### src/rtl/cp0_regfile.sv
// Coprocessor-0 register file: BadVAddr, Count, Compare, Status, Cause and EPC,
// exception/eret state updates, timer interrupt and the interrupt-pending request.
module cp0_regfile #(
  parameter logic [4:0] NO_EX     = 5'h1f,
  parameter int         COUNT_DIV = 2
) (
  input  logic        clk,
  input  logic        resetn,
  input  logic [4:0]  raddr,
  output logic [31:0] rdata,
  input  logic [4:0]  waddr,
  input  logic [31:0] wdata,
  input  logic [4:0]  ex_code,
  input  logic        bd,
  input  logic        eret,
  input  logic [31:0] badvaddr,
  input  logic        pc_error,
  input  logic        mtc0,
  input  logic [4:0]  mtc0_waddr,
  input  logic [31:0] mtc0_wdata,
  input  logic [5:0]  ext_int,
  output logic [31:0] cause,
  output logic [31:0] status,
  output logic        int_pending
);

  localparam logic [4:0] REG_BADVADDR = 5'd8;
  localparam logic [4:0] REG_COUNT    = 5'd9;
  localparam logic [4:0] REG_COMPARE  = 5'd11;
  localparam logic [4:0] REG_STATUS   = 5'd12;
  localparam logic [4:0] REG_CAUSE    = 5'd13;
  localparam logic [4:0] REG_EPC      = 5'd14;

  logic [31:0] badvaddr_q, count_q, compare_q, epc_q;
  logic [7:0]  im_q;
  logic        exl_q, ie_q, bd_q, ti_q;
  logic [5:0]  ip_hw_q;
  logic [1:0]  ip_sw_q;
  logic [4:0]  exc_code_q;
  logic        tick_q, compare_wr_q, int_pending_q;

  logic [31:0] badvaddr_nxt, count_nxt, compare_nxt, epc_nxt;
  logic [7:0]  im_nxt;
  logic        exl_nxt, ie_nxt, bd_nxt, ti_nxt;
  logic [5:0]  ip_hw_nxt;
  logic [1:0]  ip_sw_nxt;
  logic [4:0]  exc_code_nxt;
  logic        tick_nxt, compare_wr_nxt, int_pending_nxt;

  logic ex_commit, count_inc, timer_hit;
  logic wr_count, wr_compare, wr_status, wr_cause, wr_epc;

  // NOTE: every register's next value is built in one always_comb with a default
  // first, so no latches form and int_pending can be derived from post-edge state.
  always_comb begin
    ex_commit  = (ex_code != NO_EX);
    wr_count   = mtc0 && (mtc0_waddr == REG_COUNT);
    wr_compare = mtc0 && (mtc0_waddr == REG_COMPARE);
    wr_status  = mtc0 && (mtc0_waddr == REG_STATUS);
    wr_cause   = mtc0 && (mtc0_waddr == REG_CAUSE);
    wr_epc     = mtc0 && (mtc0_waddr == REG_EPC);

    // Divider keeps running even when Count is overwritten.
    count_inc = (COUNT_DIV == 1) || tick_q;
    tick_nxt  = (COUNT_DIV == 1) ? 1'b0 : ~tick_q;
    count_nxt = wr_count ? mtc0_wdata : (count_inc ? count_q + 32'd1 : count_q);

    compare_nxt    = wr_compare ? mtc0_wdata : compare_q;
    compare_wr_nxt = compare_wr_q | wr_compare;
    timer_hit      = (count_q == compare_q) && ((count_q != 32'd0) || compare_wr_q);
    ti_nxt         = wr_compare ? 1'b0 : (timer_hit ? 1'b1 : ti_q);

    ip_hw_nxt = {ext_int[5] | ti_nxt, ext_int[4:0]};
    ip_sw_nxt = wr_cause ? mtc0_wdata[9:8] : ip_sw_q;

    im_nxt = wr_status ? mtc0_wdata[15:8] : im_q;
    ie_nxt = wr_status ? mtc0_wdata[0] : ie_q;
    exl_nxt = exl_q;
    if (ex_commit)      exl_nxt = 1'b1;
    else if (eret)      exl_nxt = 1'b0;
    else if (wr_status) exl_nxt = mtc0_wdata[1];

    // A nested exception (EXL already set) keeps the original EPC and BD.
    epc_nxt = epc_q;
    if (ex_commit && !exl_q && (waddr == REG_EPC)) epc_nxt = bd ? wdata - 32'd4 : wdata;
    else if (wr_epc)                               epc_nxt = mtc0_wdata;

    bd_nxt       = (ex_commit && !exl_q) ? bd : bd_q;
    exc_code_nxt = ex_commit ? ex_code : exc_code_q;

    badvaddr_nxt = badvaddr_q;
    if (ex_commit && (pc_error || ex_code == 5'd4 || ex_code == 5'd5))
      badvaddr_nxt = pc_error ? wdata : badvaddr;

    int_pending_nxt = ie_nxt & ~exl_nxt & (|({ip_hw_nxt, ip_sw_nxt} & im_nxt));
  end

  // NOTE: sequential state uses non-blocking assignments only.
  always_ff @(posedge clk or negedge resetn) begin
    if (!resetn) begin
      badvaddr_q    <= '0;
      count_q       <= '0;
      compare_q     <= '0;
      epc_q         <= '0;
      im_q          <= '0;
      exl_q         <= 1'b0;
      ie_q          <= 1'b0;
      bd_q          <= 1'b0;
      ti_q          <= 1'b0;
      ip_hw_q       <= '0;
      ip_sw_q       <= '0;
      exc_code_q    <= '0;
      tick_q        <= 1'b0;
      compare_wr_q  <= 1'b0;
      int_pending_q <= 1'b0;
    end else begin
      badvaddr_q    <= badvaddr_nxt;
      count_q       <= count_nxt;
      compare_q     <= compare_nxt;
      epc_q         <= epc_nxt;
      im_q          <= im_nxt;
      exl_q         <= exl_nxt;
      ie_q          <= ie_nxt;
      bd_q          <= bd_nxt;
      ti_q          <= ti_nxt;
      ip_hw_q       <= ip_hw_nxt;
      ip_sw_q       <= ip_sw_nxt;
      exc_code_q    <= exc_code_nxt;
      tick_q        <= tick_nxt;
      compare_wr_q  <= compare_wr_nxt;
      int_pending_q <= int_pending_nxt;
    end
  end

  assign status      = {9'b0, 1'b1, 6'b0, im_q, 6'b0, exl_q, ie_q};
  assign cause       = {bd_q, ti_q, 14'b0, ip_hw_q, ip_sw_q, 1'b0, exc_code_q, 2'b0};
  assign int_pending = int_pending_q;

  always_comb begin
    rdata = '0;
    case (raddr)
      REG_BADVADDR: rdata = badvaddr_q;
      REG_COUNT:    rdata = count_q;
      REG_COMPARE:  rdata = compare_q;
      REG_STATUS:   rdata = status;
      REG_CAUSE:    rdata = cause;
      REG_EPC:      rdata = epc_q;
      default:      rdata = '0;
    endcase
  end

endmodule

### config.mk
export PLATFORM = sky130hd
export DESIGN_NAME = cp0_regfile
export DESIGN_NICKNAME = d
export VERILOG_FILES = /design/src/rtl/cp0_regfile.sv
export SDC_FILE = /design/constraint.sdc
export NUM_CORES = 1
export LEC_CHECK = 0
export BUFFER_PORTS_ARGS = -buffer_cell sky130_fd_sc_hd__buf_4
export CAP_MARGIN = 30
export CORE_AREA = 8 8 139 141
export CTS_CLUSTER_SIZE = 12
export DETAILED_ROUTE_END_ITERATION = 6
export DIE_AREA = 0 0 147 149
export HOLD_SLACK_MARGIN = 0.15
export MAX_ROUTING_LAYER = met4
export PLACE_DENSITY = 0.88
export REMOVE_ABC_BUFFERS = 1
export SYNTH_ARGS = -nofsm -noshare
export SYNTH_HDL_FRONTEND = slang
export SYNTH_SLANG_ARGS = --single-unit
### constraint.sdc
create_clock -name clk -period 2.45 [get_ports clk]
set_input_delay 0.245 -clock clk [delete_from_list [all_inputs] [get_ports clk]]
set_output_delay 0.245 -clock clk [all_outputs]
set_load 0.03 [all_outputs]
==> flow_summary.json <==
{
  "outcome": "finished, violations left",
  "violations": "DRC, setup timing",
  "h-tree-depth": 4,
  "grt_usage_pct": 31.7,
  "synth.area.mux_share_pct": 13.0,
  "wl_mm": 36.1,
  "via_per_inst": 6.53,
  "swShare_pct": 34.7,
  "ys_ff_latch": 156,
  "antenna_cells": 0,
  "drcViolationCount": 10,
  "min_period_ps": 2530,
  "drtIter0Drc": 1641,
  "synthesis.area_mm2": 0.00908,
  "clock_skew_ps": 12.3,
  "gp_congestion": 0.945,
  "grt_pass1_vias": 9442,
  "synth_fa_ha_area_share_pct": 0.413,
  "p_sw_w": 0.00321,
  "initial_core_util_pct": 53.2,
  "setup_viol": 2,
  "critPathRequiredTime_ps": 2820,
  "cts_root_buffer": "clkbuf_16",
  "fmax_ghz": 0.395,
  "die-area_mm2": 0.0219,
  "syn_area_per_cell_um2": 9.69,
  "ant_nets": 0,
  "cts_sinks": 156,
  "intPower_w": 0.00605,
  "cts_tree": "built",
  "die_height_um": 149,
  "grt_overflow_total": 0,
  "slew_headroom_pct": 49.3,
  "synth_xor_area_share_pct": 8.78,
  "path_class": "flop to flop",
  "synth_top_family_by_area": "simple AND/OR/NAND/NOR gates",
  "num_rows": 48,
  "share_comb_of_total_power_pct": 26.3,
  "cts.clk_slew.worst_paths_ps": 70,
  "place_ws_ps": 143,
  "antenna_found_initial": 0,
  "ys.flop_type": "dfrtp_1",
  "yosysUniqueCellTypes": 52,
  "fp.coreArea_mm2": 0.0171,
  "drt_pass1_iterations": 7,
  "drv_slew": 0,
  "cts_made_buffers": 17,
  "grtUsageMet2_pct": 49.8,
  "use_met3_pct": 9.19,
  "critical_path.max_fanout": 7,
  "seqPwrFrac_pct": 41.3,
  "final_nets": 1333,
  "synth-seq-area-share_pct": 43.0,
  "setup-tns-final_ps": -135,
  "top_usage_layer": "met2",
  "final_layout_size_suffix_gt1_share_pct": 28.1,
  "tightest_slew_ps": 755,
  "routed-via-count": 9403,
  "cp.arrival_ps": 2910,
  "synth_compound_area_share_pct": 13.0,
  "cts_max_path_buffers": 2,
  "timing.final.crit_share_pct": 103,
  "wl_per_cell_um": 25.1,
  "synthSimpleGateAreaFrac_pct": 15.4,
  "setup_slack_ps": -83.2,
  "irDropWorstVdd_mv": 0.599,
  "die_w_um": 147,
  "dp_hpwl_mm": 21.4,
  "worstSkewPairLatency_ps": 440,
  "ys_warn_count": 0,
  "drv_cap": 0,
  "synthCells": 937,
  "crit_path_end_kind": "flop",
  "leakagePower_nw": 5.54,
  "grt_max_degree": 65,
  "crit_path_start_kind": "flop",
  "power_frac_clock_pct": 32.4,
  "grt_pass1_wl_mm": 52.9,
  "io_pins": 225,
  "async_reset_ff_share_pct": 100,
  "hold_path.class": "input port to flop",
  "mostFrequentLayoutCell": "buf_4",
  "synth-edff-count": 0,
  "mostFrequentLayoutCells": "buf_4 (206), dfrtp_1 (156), nor2_1 (104)",
  "area_growth_pct": 36.6,
  "portBuffers": 185,
  "finalHoldViolCount": 0,
  "use_met1_pct": 36.1,
  "fillers": 1034,
  "p_per_area_mw_per_mm2": 746
}
routing by layer:
metal | vias to the layer above | routed length [um] | part of all wire, %
li1 | 3782 | - | -
met1 | 4408 | 12400 | 34
met2 | 921 | 16400 | 46
met3 | 292 | 4620 | 13
met4 | 0 | 2670 | 7.4
met5 | - | 0 | 0
power by group through the flow:
stage	Sequential, W	Clock (W)	Combinational (W)
after floorplan	0.00367	0	0.00123
after global placement	0.00374	0	0.00200
after detailed placement	0.00377	0	0.00206
after CTS	0.00373	0.00296	0.00222
after global routing	0.00386	0.00310	0.00257
final	0.00382	0.00299	0.00244
critical path: stages (launching register included):
cell and delay (ps):
dfrtp_1 480, xnor2_2 400, nand4_1 230, nor4_1 600
a41oi_1 300, o2111ai_1 280, and3b_1 180
state kept, by name (all words and copies together) (netlist names):
name / count
ip_hw_q: 6
count_inc: 1
badvaddr_q: 32
ti_q: 1
exl_q: 1
exc_code_q: 5
int_pending: 1
bd_q: 1
ie_q: 1
compare_q: 32
ip_sw_q: 2
epc_q: 32
im_q: 8
count_q: 32
compare_wr_q: 1
logic make-up after synthesis:
logic type | Yosys count
multiplexers | 110
other | 2
flip-flops | 156
AO/OA/AOI/OAI | 186
adder cells (fa/ha/maj) | 3
AND/OR/NAND/NOR | 279
buffers and inverters | 110
XOR/XNOR | 91
metrics by stage:
| stage | instance area [um2] | hold slack, ps | cells | util (%) | total power, W |
|---|---|---|---|---|---|
| floorplan | 8680 | -50.6 | 875 | - | 0.00490 |
| global placement | 10700 | 259 | 1309 | 62.5 | 0.00574 |
| detailed placement | 10700 | 262 | 1309 | 62.5 | 0.00583 |
| CTS | 12200 | 152 | 1432 | 71.7 | 0.00891 |
| global route | 12400 | 177 | 1440 | 72.7 | 0.00953 |
| finish | 12400 | 158 | 1440 | 72.7 | 0.00925 |
layout make-up:
| cell class | count | area, um2 | area share, % |
|---|---|---|---|
| inverter | 11 | 41.3 | 0.333 |
| timing repair buffer | 308 | 2650 | 21.4 |
| clock buffer | 19 | 443 | 3.57 |
| multi-input combinational | 708 | 4870 | 39.3 |
| sequential | 156 | 3900 | 31.5 |
| clock inverter | 13 | 213 | 1.71 |
| tap | 225 | 282 | 2.27 |
cell usage after synthesis (2+ instances only):
| master | number | share of area [%] |
|---|---|---|
| and2_1 | 2 | 0.14 |
| buf_4 | 43 | 3.6 |
| a21oi_1 | 84 | 4.6 |
| or4_1 | 3 | 0.25 |
| clkbuf_1 | 51 | 2.1 |
| nand3_1 | 18 | 0.99 |
| ha_1 | 3 | 0.41 |
| nor2_1 | 106 | 4.4 |
| and4_1 | 2 | 0.19 |
| o21a_1 | 5 | 0.41 |
| mux2i_1 | 49 | 5.4 |
| nand2_1 | 60 | 2.5 |
| dfrtp_1 | 156 | 43 |
| nor3_1 | 8 | 0.44 |
| a222oi_1 | 11 | 1.2 |
| nor4bb_1 | 3 | 0.33 |
| xor2_1 | 27 | 2.6 |
| nand2b_1 | 5 | 0.34 |
| nor2b_1 | 6 | 0.41 |
| xnor2_1 | 64 | 6.2 |
| conb_1 | 2 | 0.083 |
| o21ai_0 | 16 | 0.88 |
| nand3b_1 | 2 | 0.17 |
| a22oi_1 | 63 | 5.2 |
| or2_2 | 3 | 0.21 |
| nor3b_1 | 2 | 0.17 |
| mux2_2 | 61 | 7.6 |
| nand4_1 | 18 | 1.2 |
| and3_1 | 9 | 0.62 |
| or3_1 | 6 | 0.41 |
| inv_1 | 11 | 0.45 |
| buf_2 | 5 | 0.28 |
| nor4_1 | 13 | 0.90 |
| nor4b_2 | 2 | 0.33 |
worst paths after layout:
path                         startpoint  slack (ps)             to  depth (start not counted)
setup / recovery             count_q[1]         -80    int_pending                          6
hold / removal              badvaddr[4]         160  badvaddr_q[4]                          3
setup reg to reg             count_q[1]         -80    int_pending                          6
hold reg to reg            compare_wr_q         530   compare_wr_q                          1
max in group asynchronous        resetn        1240  badvaddr_q[8]                          3
min in group asynchronous        resetn         420       epc_q[7]                          2
timing repair:
item                                    CTS  global route
resized for setup                         0            22
hold buffers                             91             1
buffers inserted                          0             9
hold endpoints to repair                189             1
endpoints found under the setup margin    0             9
No activity file was read; power rests on OpenSTA's default activity.
